--- config.mk ---
export PLATFORM = sky130hd
export DESIGN_NAME = my_adder_unit
export DESIGN_NICKNAME = d
export VERILOG_FILES = /design/src/rtl/my_adder_unit.sv
export SDC_FILE = /design/constraint.sdc
export NUM_CORES = 1
export LEC_CHECK = 0
export ABC_AREA = 1
export CAP_MARGIN = 20
export CORE_AREA = 2 2 39 41
export CTS_BUF_LIST = sky130_fd_sc_hd__clkbuf_4 sky130_fd_sc_hd__clkbuf_8
export DETAILED_ROUTE_END_ITERATION = 12
export DIE_AREA = 0 0 41 43
export PLACE_DENSITY = 0.3
export SETUP_SLACK_MARGIN = 0.15
export SLEW_MARGIN = 20
export SYNTH_ARGS = -nofsm -noshare
export SYNTH_HDL_FRONTEND = slang
export SYNTH_SLANG_ARGS = --single-unit
--- constraint.sdc ---
create_clock -name clk -period 1.5 [get_ports clk]
set_input_delay 0.3 -clock clk [delete_from_list [all_inputs] [get_ports clk]]
set_output_delay 0.3 -clock clk [all_outputs]
set_load 0.01 [all_outputs]
--- src/rtl/my_adder_unit.sv ---
`default_nettype none
// ============================================================================
// my_adder_unit : ripple full adder slice, combinational sum/carry plus a
//                 registered copy with signed-overflow flag.  Rev 1.0
// ============================================================================
module my_adder_unit #(
  parameter int WIDTH = 1
) (
  input  logic             clk,
  input  logic             rst,
  input  logic [WIDTH-1:0] X,
  input  logic [WIDTH-1:0] Y,
  input  logic             C_in,
  output logic [WIDTH-1:0] Z,
  output logic             C_out,
  output logic [WIDTH-1:0] Z_r,
  output logic             C_out_r,
  output logic             ovf_r
);

  logic [WIDTH:0]   carry;
  logic [WIDTH-1:0] sum;

  always_comb begin
    carry    = '0;
    sum      = '0;
    carry[0] = C_in;
    for (int i = 0; i < WIDTH; i++) begin
      sum[i]     = X[i] ^ Y[i] ^ carry[i];
      carry[i+1] = (X[i] & Y[i]) | (X[i] & carry[i]) | (Y[i] & carry[i]);
    end
  end

  assign Z     = sum;
  assign C_out = carry[WIDTH];

  logic [WIDTH-1:0] z_d, z_q;
  logic             c_out_d, c_out_q;
  logic             ovf_d, ovf_q;

  // Overflow: carry into the MSB disagrees with carry out of it.
  always_comb begin
    z_d     = sum;
    c_out_d = carry[WIDTH];
    ovf_d   = carry[WIDTH-1] ^ carry[WIDTH];
  end

  always_ff @(posedge clk) begin
    if (rst) begin
      z_q     <= '0;
      c_out_q <= 1'b0;
      ovf_q   <= 1'b0;
    end else begin
      z_q     <= z_d;
      c_out_q <= c_out_d;
      ovf_q   <= ovf_d;
    end
  end

  assign Z_r     = z_q;
  assign C_out_r = c_out_q;
  assign ovf_r   = ovf_q;

endmodule
`default_nettype wire

==> impl_metrics.ini, run 1 <==
[status]
status = complete, no violations

[timing]
maxSlewHeadroom_pct = 92.0
max_slew.worst_pin.slew_ps = 119
tns_ps = 0
hold_violations = 0
period_needed_ps = 1390
fin_crit_sh_pct = 92.7
clock.fmax_ghz = 0.719
setup_viol = 0
setup_ws_ps = 110
rsz0062_at_grt = yes
drv_slew = 0
timing.hold.ws_ps = 428

[place]
place_inst = 40
postPlaceCellArea_sq_um = 240
dp_slack_ps = -666
hpwl_um = 221
port_buffers = 9
gp_congestion = 0.607

[logic_synthesis]
synth_compound_area_share_pct = 4.35
synth-seq-cells = 3
yosysSeqAreaShare_pct = 52.2
synth_cell_types = 6
yosysWarnings = 0
yosys.area_share.simple_pct = 13.0
synth_area_leaders = dfxtp_1, fa_1, inv_1, nor2_1, o21ai_1
synth_mux_area_share_pct = 0
synthAdderAreaFrac_pct = 17.4
avgSynthCellArea_sq_um = 8.85
synth_area_leader_cell = dfxtp_1
syn_inst = 13
synth_top_family_by_area = adder cells
synth_xor_area_share_pct = 0
synth.top_cell.area_share_pct = 52.2
synth_nets = 19
synth_area_sq_um = 115

[hold_path]
hold-path-endpoint = ovf_r
min_delay_path_depth = 4
worstHoldStart = C_in
min_path_type = input pin to register

[finish]
layoutNonFillerInstCount = 44
drive_gt1_share_pct = 39.3
nets = 35
synthToLayoutAreaGrowth_pct = 115
final_area_sq_um = 248
antenna_cells = 0

[clock_tree]
cts_root_buffer = clkbuf_4
clk_pin_slew_ps = 40
cts_hold_buf = 0
tritoncts = yes
clock_sinks = 3
cts_buffers = 3
htree_levels = 1
clockBufferDepth = 2

[critical_path]
critPathRequiredTime_ps = 1200
critPathCaptureType = primary output
cp_slowest_cell = fa_1
crit_type = input pin to primary output
startpoint_type = input pin
critPathArrivalTime_ps = 1090
critPathMaxStageDelay_ps = 560
cp_max_fo = 2
worstPathCellList = buf_6 > fa_1 > buf_2
crit_family = adder cells
cp.buffers_inverters = 2

[run]
max_cap_viol_count = 0

[power_and_ir_drop]
combPwrFrac_pct = 17.3
clkPwrFrac_pct = 53.1
p_int_mw = 0.232
irDropWorstVdd_mv = 0.186
powerDensity_mw_per_mm2 = 1210
pwr-share-seq_pct = 29.6
swShare_pct = 22.3
p_leak_nw = 0.140
p_switching_mw = 0.0665

[global_routing]
grt_pass1_vias = 134
grtUsageTotal_pct = 5.23
grt_pass1_wl_um = 483
grt_max_degree = 4
overflow = 0
antenna_found_initial = 0

[detailed_routing]
wl_per_cell_um = 6.41
detail-route-antenna-nets = 0
initialDrtViolationCount = 2
vias = 128
vias_per_cell = 2.91
drc_errors = 0
routed_wirelength_um = 282
first_pass_iters = 2

[floorplan]
core_sq_mm = 0.00138
floorplan.initialDensity_pct = 8.32
dieArea_sq_mm = 0.00176
pin_count = 10
die_y_um = 43
die_width_um = 41
rows = 14
## how the worst max path moves through the flow
stage	startpoint	to	depth (start not counted)
final	Y	Z	3
after floorplan	X	Z	1
after global routing	Y	Z	3
after detailed placement	X	Z	3
after global placement	X	Z	3
after CTS	Y	Z	3
## timing repair
| item | in CTS | in global routing |
|---|---|---|
| setup buffers | 0 | 0 |
| gates resized for setup | 24 | 0 |
| endpoints found under the hold margin | 0 | 0 |
| endpoints found under the setup margin | 6 | 1 |
| pin swaps | 1 | 0 |
## metal layers
layer  wire length, um  up-vias  GRT usage, %
li1                  -       66             -
met1               118       50          4.84
met2                97       10          4.06
met3                61        2          6.28
met4                 4        0          8.00
met5                 0        -             0
## tightest hold or removal path: stages
cell,delay [ps]
buf_2,100
buf_4,100
o21ai_1,50
nor2_1,70
## cell type report
class                           count  area (sq um)
Tap cell                           16          20.0
Clock buffer                        4          30.0
Timing Repair Buffer               11          82.6
Multi-Input combinational cell      6          40.0
Sequential cell                     3          60.1
Fill cell                         161          1140
Inverter                            4          15.0
## cell families after synthesis
group | after synthesis
AND/OR/NAND/NOR | 4
adder cells (fa/ha/maj) | 1
flip-flops | 3
AO/OA/AOI/OAI | 1
buffers and inverters | 4
## registers in the layout, indices dropped and copies added, names as in the netlist
register,flops
C_out_r,1
Z_r,1
ovf_r,1
## stage by stage
stage,util (%),power (mW)
after floorplan,-,0.112
after global placement,17.4,0.155
after detailed placement,17.4,0.156
after CTS,17.9,0.310
after global routing,17.9,0.320
final,17.9,0.299
## cells in the final DEF, fill, tap and decap left out, drive strengths merged
master,instances
buf,7
clkbuf,4
clkdlybuf4s50,1
dfxtp,3
dlygate4sd2,3
fa,1
inv,4
nand2,1
nor2,3
o21ai,1
## power groups by stage
| stage | Sequential (mW) | Clock [mW] | Combinational, mW |
|---|---|---|---|
| 2_1_floorplan | 0.0936 | 0 | 0.0182 |
| 3_3_place_gp | 0.0896 | 0 | 0.0651 |
| 3_5_place_dp | 0.0901 | 0 | 0.0661 |
| 4_1_cts | 0.0886 | 0.169 | 0.0527 |
| 5_1_grt | 0.0891 | 0.173 | 0.0577 |
| 6_report | 0.0884 | 0.159 | 0.0516 |
## cells in the mapped netlist, drive strengths merged
cell type and instances:
inv 4, dfxtp 3, nor2 3, fa 1, nand2 1, o21ai 1
No activity file was read; power rests on OpenSTA's default activity.
==> run 2, diff against run 1 <==
--- a/config.mk
+++ b/config.mk
@@ -6,6 +6,7 @@
 export NUM_CORES = 1
 export LEC_CHECK = 0
 export ABC_AREA = 1
+export ABC_CLOCK_PERIOD_IN_PS = 1500
 export CAP_MARGIN = 20
 export CORE_AREA = 2 2 39 41
 export CTS_BUF_LIST = sky130_fd_sc_hd__clkbuf_4 sky130_fd_sc_hd__clkbuf_8
==> results of run 2 <==
Same layout as run 1: the final DEF is identical, and so are final timing and power.
